File: config.mk
export PLATFORM = sky130hd
export DESIGN_NAME = iq_phase_freq_meter
export DESIGN_NICKNAME = d
export VERILOG_FILES = /design/src/rtl/iq_phase_freq_meter.sv
export SDC_FILE = /design/constraint.sdc
export NUM_CORES = 1
export LEC_CHECK = 0
export BUFFER_PORTS_ARGS = -buffer_cell sky130_fd_sc_hd__buf_2
export CORE_UTILIZATION = 45
export DETAILED_ROUTE_END_ITERATION = 7
export PLACE_DENSITY = 0.74
export REMOVE_ABC_BUFFERS = 1
export SLEW_MARGIN = 10
export SYNTH_ARGS = -nofsm -noshare
export SYNTH_HDL_FRONTEND = slang
export SYNTH_SLANG_ARGS = --single-unit
File: constraint.sdc
create_clock -name clk -period 15.1 [get_ports clk]
set_input_delay 2.265 -clock clk [delete_from_list [all_inputs] [get_ports clk]]
set_output_delay 2.265 -clock clk [all_outputs]
set_load 0.005 [all_outputs]
File: src/rtl/iq_phase_freq_meter.sv
// rtl/iq_phase_freq_meter.sv - I/Q to phase and phase-increment meter using a vectoring CORDIC
// One sample in flight at a time; results are registered on the last micro-rotation and strobed in OUT.
module iq_phase_freq_meter #(
   parameter int IW   = 17,
   parameter int PW   = 32,
   parameter int ITER = 16,
   parameter int GW   = 3
) (
   input  logic          clk,
   input  logic          reset_n,
   input  logic          clken,
   input  logic          in_valid,
   input  logic [IW-1:0] i_in,
   input  logic [IW-1:0] q_in,
   output logic          in_ready,
   output logic          out_valid,
   output logic [PW-1:0] phase_o,
   output logic [PW-1:0] dphi_o,
   output logic          dphi_valid,
   output logic          zero_o
);

   localparam int W  = IW + GW;
   localparam int KW = (ITER > 1) ? $clog2(ITER) : 1;

   typedef enum logic [1:0] {IDLE, PRE, ROT, OUT} state_t;

   state_t                state, state_nxt;
   logic                  armed;
   logic signed [W-1:0]   x, y, x_nxt, y_nxt;
   logic [PW-1:0]         z, z_nxt;
   logic [KW-1:0]         k, k_nxt;
   logic                  zero_lat, zero_nxt;
   logic                  fin;
   logic [PW-1:0]         prev;
   logic                  have_prev;
   logic [31:0]           a32;
   logic [PW-1:0]         atan_k;

   // atan(2^-k) scaled so that 2^32 is one full turn; narrower PW keeps the top bits
   always_comb begin
      a32 = 32'h0000_0000;
      case (k)
         4'd0:    a32 = 32'h2000_0000;
         4'd1:    a32 = 32'h12E4_051E;
         4'd2:    a32 = 32'h09FB_385B;
         4'd3:    a32 = 32'h0511_11D4;
         4'd4:    a32 = 32'h028B_0D43;
         4'd5:    a32 = 32'h0145_D7E1;
         4'd6:    a32 = 32'h00A2_F61E;
         4'd7:    a32 = 32'h0051_7C55;
         4'd8:    a32 = 32'h0028_BE53;
         4'd9:    a32 = 32'h0014_5F2F;
         4'd10:   a32 = 32'h000A_2F98;
         4'd11:   a32 = 32'h0005_17CC;
         4'd12:   a32 = 32'h0002_8BE6;
         4'd13:   a32 = 32'h0001_45F3;
         4'd14:   a32 = 32'h0000_A2FA;
         4'd15:   a32 = 32'h0000_517D;
         default: a32 = 32'h0000_0000;
      endcase
   end

   assign atan_k    = a32[31 -: PW];
   assign in_ready  = (state == IDLE) & clken & armed;
   assign out_valid = (state == OUT) & clken;

   always_ff @(posedge clk or negedge reset_n) begin
      if (!reset_n) begin
         state <= IDLE;
      end else if (clken) begin
         state <= state_nxt;
      end
   end

   always_comb begin
      state_nxt = state;
      x_nxt     = x;
      y_nxt     = y;
      z_nxt     = z;
      k_nxt     = k;
      zero_nxt  = zero_lat;
      fin       = 1'b0;
      case (state)
         IDLE: begin
            if (in_valid && in_ready) begin
               x_nxt     = {{GW{i_in[IW-1]}}, i_in};
               y_nxt     = {{GW{q_in[IW-1]}}, q_in};
               zero_nxt  = (i_in == '0) && (q_in == '0);
               state_nxt = PRE;
            end
         end
         PRE: begin
            // Fold the left half-plane onto the right so the rotations converge
            if (x[W-1]) begin
               x_nxt = -x;
               y_nxt = -y;
               z_nxt = {1'b1, {(PW-1){1'b0}}};
            end else begin
               z_nxt = '0;
            end
            k_nxt     = '0;
            state_nxt = ROT;
         end
         ROT: begin
            if (!y[W-1]) begin
               x_nxt = x + (y >>> k);
               y_nxt = y - (x >>> k);
               z_nxt = z + atan_k;
            end else begin
               x_nxt = x - (y >>> k);
               y_nxt = y + (x >>> k);
               z_nxt = z - atan_k;
            end
            k_nxt = k + 1'b1;
            if (k == KW'(ITER - 1)) begin
               fin       = 1'b1;
               state_nxt = OUT;
            end
         end
         OUT: begin
            state_nxt = IDLE;
         end
         default: state_nxt = IDLE;
      endcase
   end

   always_ff @(posedge clk or negedge reset_n) begin
      if (!reset_n) begin
         armed    <= 1'b0;
         x        <= '0;
         y        <= '0;
         z        <= '0;
         k        <= '0;
         zero_lat <= 1'b0;
      end else if (clken) begin
         armed    <= 1'b1;
         x        <= x_nxt;
         y        <= y_nxt;
         z        <= z_nxt;
         k        <= k_nxt;
         zero_lat <= zero_nxt;
      end
   end

   always_ff @(posedge clk or negedge reset_n) begin
      if (!reset_n) begin
         phase_o    <= '0;
         dphi_o     <= '0;
         dphi_valid <= 1'b0;
         zero_o     <= 1'b0;
         prev       <= '0;
         have_prev  <= 1'b0;
      end else if (clken && fin) begin
         if (zero_lat) begin
            // Undefined angle: report it but leave the running reference alone
            phase_o    <= '0;
            dphi_o     <= '0;
            dphi_valid <= 1'b0;
            zero_o     <= 1'b1;
         end else begin
            phase_o    <= z_nxt;
            dphi_o     <= z_nxt - prev;
            dphi_valid <= have_prev;
            zero_o     <= 1'b0;
            prev       <= z_nxt;
            have_prev  <= 1'b1;
         end
      end
   end

endmodule

==> results of run 1 <==
synth_stat cells, drive strengths merged (14+ instances only):
cell	n	share of area
a22o	29	0.015
mux4	49	0.064
buf	42	0.012
o31ai	31	0.014
nand3	33	0.0095
nor3	52	0.015
xor2	66	0.033
nand2	237	0.051
inv	96	0.021
mux2	26	0.017
o211ai	14	0.0060
a21oi	135	0.039
nor2	163	0.035
nand2b	22	0.0079
ha	119	0.085
a21o	86	0.037
nor2b	27	0.0097
dfrtp	179	0.26
and2	27	0.0097
xnor2	95	0.048
a211oi	19	0.0087
clkbuf	103	0.022
a221oi	23	0.012
o22ai	21	0.0075
mux2i	26	0.015
a31oi	20	0.0075
o21ai	150	0.043
nor4	25	0.010
o21a	17	0.0073
or3	24	0.0086
layer usage:
| layer | routed length [um] | track usage | up-vias |
|---|---|---|---|
| li1 | - | - | 7687 |
| met1 | 22100 | 0.339 | 7890 |
| met2 | 25600 | 0.461 | 620 |
| met3 | 3390 | 0.0461 | 120 |
| met4 | 1930 | 0.112 | 0 |
| met5 | 0 | 0 | - |
per-stage QoR:
stage,instances,instance area (sq um)
after detailed placement,2609,18300
after CTS,2641,18900
after global routing,2641,18900
after global placement,2609,18300
final,2641,18900
after floorplan,1966,16900
layout make-up:
type	count	area share
Inverter	96	0.0191
Tap cell	511	0.0339
Timing Repair Buffer	132	0.0391
Clock buffer	18	0.0233
Sequential cell	179	0.238
Clock inverter	14	0.00875
Multi-Input combinational cell	1691	0.638
how the worst min path moves through the flow:
stage / from / endpoint / slack (ns) / cells past startpoint
global placement: have_prev$_DFFE_PN0P_ / have_prev$_DFFE_PN0P_ / 0.45 / 1
detailed placement: have_prev$_DFFE_PN0P_ / have_prev$_DFFE_PN0P_ / 0.45 / 1
CTS: have_prev$_DFFE_PN0P_ / have_prev$_DFFE_PN0P_ / 0.48 / 1
floorplan: have_prev$_DFFE_PN0P_ / have_prev$_DFFE_PN0P_ / 0.44 / 1
global route: prev[4]$_DFFE_PN0P_ / prev[4]$_DFFE_PN0P_ / 0.49 / 1
finish: phase_o[19]$_DFFE_PN0P_ / phase_o[19]$_DFFE_PN0P_ / 0.47 / 1
registers in the layout, indices dropped and copies added, names as in the netlist:
signal and count:
dphi_o 32, phase_o 32, prev 32, z 32, x 20, y 20, k 4, state 2
armed 1, dphi_valid 1, have_prev 1, zero_lat 1, zero_o 1
layout by cell type, fill, tap and decap left out, types with 27 or more instances in the layout:
cell type and count:
a22o_1 29, and2_1 27, mux4_2 45, nor2_1 162, nor3_1 51, nand3_1 33
xnor2_1 95, buf_4 27, nand2_1 237, o21ai_0 147, a21o_1 86, dfrtp_1 174
ha_1 118, xor2_1 66, a21oi_1 135, nor2b_1 27, inv_1 96, buf_2 104
o31ai_1 30
cell families (layout without fill, tap and decap cells):
kind of cell               after synthesis  count (layout)
xor gates and xnor gates               161             161
muxes                                  101             101
and+or+nand+nor                        669             669
AOI/OAI and AO/OA                      637             637
adders and majority gates              123             123
DFF                                    179             179
buffers and inverters                  241             260
==> run metrics, run 1 <==
root buffer cell=clkbuf_16; WP depth=31; FF-to-FF path depth=31; mean post-synth cell area=8.28 sq um; Slowest Stage Delay on Critical Path=0.70 ns; routed vias=16,317; max-slew violations=0; Synth warnings=0; clk sink count=179; Core ar.=0.0379 sq mm; mux share of post-synthesis cell area=0.0961; average wire per standard cell=20.1 um; post-layout util=0.497; reg2reg end=dphi_o[31]$_DFFE_PN0P_; number of flops mapped to enable cells by yosys=0; largest net degree at the start of global routing=78; Top FF cell, synth=dfrtp_1; Post-Synth XOR/XNOR Area=0.0807; Reg area=0.00449 sq mm; total CTS buffers=17; final setup skew=0.0200 ns; PostCTS Resize Cnt=0; antenna-violating nets left=0; crit-path most repeated cell=ha_1; Setup crit end kind=flip-flop; Die X=199 um; aggregate routed wire length=53,000 um; CTS tree=done; slowest CP cell=buf_4; setup TNS=0 ns; H-tree levels=4; #FFs+latches synth=179; Final Hold Fails=0; status=finished clean; Reg-to-Reg Start=k[0]$_DFFE_PN0P_; hold_buf cts=0; Rel. slew slack=0.319; r2r setup slk=6.75 ns; library cells used by synthesis=82; CP Class=reg -> reg; Post-Synthesis Cell Area=0.0175 sq mm; CP endpoint=dphi_o[31]$_DFFE_PN0P_; first-pass GRT wire length=84,800 um; ys async rst share=1.00; Cells after Synth=2,111; Largest delay share family, worst path=compound AO/OA/AOI/OAI gates; Max Cap Viol=0; Tmin final=8.35 ns; largest family of logic cells by synthesized area=compound AO/OA/AOI/OAI gates; routed vias/inst=6.18; Post-DP HPWL=39,000 um; IO Count=106; Synth Area in Adders=0.0898; Die Span Y=199 um; Initial Utilization=0.461; Die ar.=0.0396 sq mm; initial DRC count=1,314; Final Setup Violations=0; vias in the first global route=15,676; Max Fclk=0.120 GHz; total gr overflow=0; Slew @ Worst Pin=1.02 ns; Longest Clk Path Bufs=2; sequential area share after synthesis=0.256; final hold slack=0.470 ns; final net count=2,278; compound-gate portion of the synthesized area=0.241; required time of the worst setup path=15.48 ns; fin crit share=0.553; CTS clk-pin slew, worst paths=0.08 ns; drt first pass iters=7; Syn-to-layout area delta=7.98%; setup slack after layout=6.75 ns; Critical Path Fanout Max=68; worst skew pair latency=0.48 ns; FILL cells=3,626; Hold/Removal Path Class=reg -> reg; ant diodes=0; drt drc=0; CP Launch Type=flip-flop; Placer Congestion=0.936; area of the multi-input gates=0.0120 sq mm; Rows=71; initial antenna violation count=0; setup repair bufs after CTS=0; RSZ-0062 raised after global routing=false; layout cells sized above 1=0.127; CP startpoint=k[0]$_DFFE_PN0P_; CP Data Arrival Time=8.73 ns; gr usage total=0.271; pre-CTS setup slack=6.82 ns; Simple-Gate Fraction of Synth Area=0.181; WP buf/inv=2; port bufs=105
Power of run 1 is left out: the tool's default activity adds up to more than one toggle a clock period on the data nets, which glitch-free logic cannot reach.
==> run 2: changes to the inputs <==
- ABC_AREA: unset -> 1
- PLACE_DENSITY: 0.74 -> 0.76
- clock period: 15.1 -> 6.86 ns (I/O delays scaled with it)
==> run metrics, run 2 <==
CTS clk-pin slew, worst paths=0.07 ns (about the same); commonest cells in the netlist=nand2_1 (690), inv_1 (266), o21ai_0 (245), a21oi_1 (194), nor2_1 (185); initial DRC count=1,239 (-5.7%); number of flops mapped to enable cells by yosys=0 (unchanged); Max Fclk=0.160 GHz (+34%); CTS tree=done; FILL cells=3,886 (+7.2%); drt first pass iters=5 (-2); worst skew pair latency=0.47 ns (about the same); aggregate routed wire length=55,500 um (+4.7%); slowest CP cell=dfrtp_1; final setup skew=0.0136 ns (-0.00642 ns); Die Span Y=199 um (about the same); average wire per standard cell=17.3 um (-14%); port bufs=105 (unchanged); CP Launch Type=flip-flop; Post-Synthesis Cell Area=0.0175 sq mm (-0.13%); Placer Congestion=1.01 (+7.3%); setup slack after layout=0.620 ns (-6.13 ns); Final Hold Fails=0 (unchanged); FF-to-FF path depth=36 (+16%); pre-CTS setup slack=0.493 ns (-6.33 ns); Longest Clk Path Bufs=2 (unchanged); total CTS buffers=17 (unchanged); Slew @ Worst Pin=1.14 ns (+0.120 ns); setup repair bufs after CTS=0 (unchanged); routed vias/inst=5.70 (-7.7%); required time of the worst setup path=7.21 ns (-8.27 ns); final net count=2,849 (+25%); first-pass GRT wire length=89,100 um (+5.1%); Slowest Stage Delay on Critical Path=0.41 ns (-0.29 ns); drt drc=0 (unchanged); CP Class=reg -> reg; most common cell after layout, fill and taps aside=nand2_1; status=finished clean; Top FF cell, synth=dfrtp_1; max-slew violations=0 (unchanged); fin crit share=0.910 (+0.357); Setup crit end kind=flip-flop; ant diodes=0 (unchanged); crit-path most repeated cell=nand2_1; library cells used by synthesis=61 (-26%); most frequent cells in the layout=nand2_1 (690), inv_1 (266), o21ai_0 (242), a21oi_1 (193), nor2_1 (184); Yosys top cell by area=dfrtp_1; routed vias=18,318 (+12%); Post-DP HPWL=43,100 um (+11%); Synth warnings=0 (unchanged); antenna-violating nets left=0 (unchanged); Rows=71 (unchanged); mean post-synth cell area=6.64 sq um (-20%); Hold Path Depth=2 (+1); largest net degree at the start of global routing=75 (-3.8%); Rel. slew slack=0.239 (-0.0795); top cells by area, synth=dfrtp_1 (26%), nand2_1 (15%), ha_1 (8.5%), o21ai_0 (7.0%), inv_1 (5.7%); total gr overflow=0 (unchanged); #FFs+latches synth=179 (unchanged); Max Cap Viol=0 (unchanged); top-count cell post-synth=nand2_1; WP buf/inv=5 (+3); layout cells sized above 1=0.116 (-0.0117); ys async rst share=1.00 (unchanged); Final Setup Violations=0 (unchanged); Syn-to-layout area delta=8.70%; Hold/Removal Path Class=reg -> reg; top-area cell type share of the netlist area=0.257 (+0.000331); Critical Path Fanout Max=29 (-57%); sequential area share after synthesis=0.257 (+0.000331); Cells after Synth=2,628 (+24%); Die ar.=0.0396 sq mm (-0.13%); RSZ-0062 raised after global routing=false; vias in the first global route=17,581 (+12%); Tmin final=6.24 ns (-2.11 ns); Die X=199 um (about the same); gr usage total=0.284 (+0.0131); WP depth=36 (+16%); initial antenna violation count=1 (+1); H-tree levels=4 (unchanged); Largest delay share family, worst path=simple AND/OR/NAND/NOR gates; clk sink count=179 (unchanged); IO Count=106 (unchanged); CP Data Arrival Time=6.59 ns (-2.14 ns); root buffer cell=clkbuf_16; Core ar.=0.0379 sq mm (unchanged); Initial Utilization=0.460 (-0.000594)
-- run 2: cell count changes in the layout (fill, tap and decap cells not counted), moves of 27 or more --
cell,previous run,this run
xnor2_1,95,26
nand3_1,33,171
nor3_1,51,24
a22o_1,29,1
mux4_2,45,0
inv_1,96,266
o21ai_0,147,242
o211ai_1,14,49
nor2b_1,27,0
nand2_1,237,690
a21o_1,86,10
a21oi_1,135,193
-- run 2: kinds of logic (layout without fill, tap and decap cells) --
logic type / after synthesis / in the layout / synth area share
AND/OR/NAND/NOR: 1208 / 1208 / 0.305
AO/OA/AOI/OAI: 655 / 655 / 0.216
buffers and inverters: 385 / 458 / 0.0933
flip-flops: 179 / 179 / 0.257
adder cells (fa/ha/maj): 123 / 123 / 0.0899
XOR/XNOR: 78 / 78 / 0.0391
-- run 2: layout make-up --
| cell class | count | area [sq um] | share of cell area |
|---|---|---|---|
| clock buffers | 18 | 429 | 0.0226 |
| clock inverters | 14 | 141 | 0.00745 |
| inverters | 288 | 1090 | 0.0575 |
| multi-input cells | 2064 | 11400 | 0.601 |
| flip-flops and latches | 179 | 4480 | 0.236 |
| well taps | 511 | 639 | 0.0337 |
| repair buffers | 138 | 786 | 0.0414 |
-- run 2: stage by stage --
step           hold slack [ns]  setup TNS (ns)  utilization  area [sq um]  cells
3_5_place_dp             0.435               0        0.484         18400   3180
6_report                 0.447               0        0.500         19000   3212
4_1_cts                  0.453               0        0.499         18900   3212
2_1_floorplan            0.420           -1.10            -         16900   2531
3_3_place_gp             0.432               0        0.484         18400   3180
5_1_grt                  0.496               0        0.500         19000   3212
-- run 2: path summary, 6_finish.rpt --
| check | start | endpoint | slack (ns) |
|---|---|---|---|
| min in group asynchronous | reset_n | phase_o[4]$_DFFE_PN0P_ | 0.52 |
| setup reg to reg | k[1]$_DFFE_PN0P_ | dphi_o[30]$_DFFE_PN0P_ | 0.62 |
| max in group asynchronous | reset_n | k[2]$_DFFE_PN0P_ | 5.09 |
| hold reg to reg | have_prev$_DFFE_PN0P_ | have_prev$_DFFE_PN0P_ | 0.45 |
| setup / recovery | k[1]$_DFFE_PN0P_ | dphi_o[30]$_DFFE_PN0P_ | 0.62 |
| hold / removal | have_prev$_DFFE_PN0P_ | have_prev$_DFFE_PN0P_ | 0.45 |
-- run 2: layer usage --
metal,vias up,track usage,part of all wire
li1,8981,-,-
met1,8518,0.352,0.42
met2,667,0.493,0.48
met3,150,0.0390,0.059
met4,2,0.119,0.041
met5,-,0,0.00020
-- run 2: tightest hold or removal path, delay by kind of cell, from the launching register on --
kind	cells	cell delay [ns]
buf+inv	1	0.04
flops	1	0.32
simple gates	1	0.05
-- run 2: repair_timing --
| item | CTS | global route |
|---|---|---|
| endpoints found under the setup margin | 0 | 6 |
| hold endpoints to repair | 0 | 0 |
| resized for setup | 0 | 13 |
| hold buffers | 0 | 0 |
Power of run 2 is left out for the same reason.
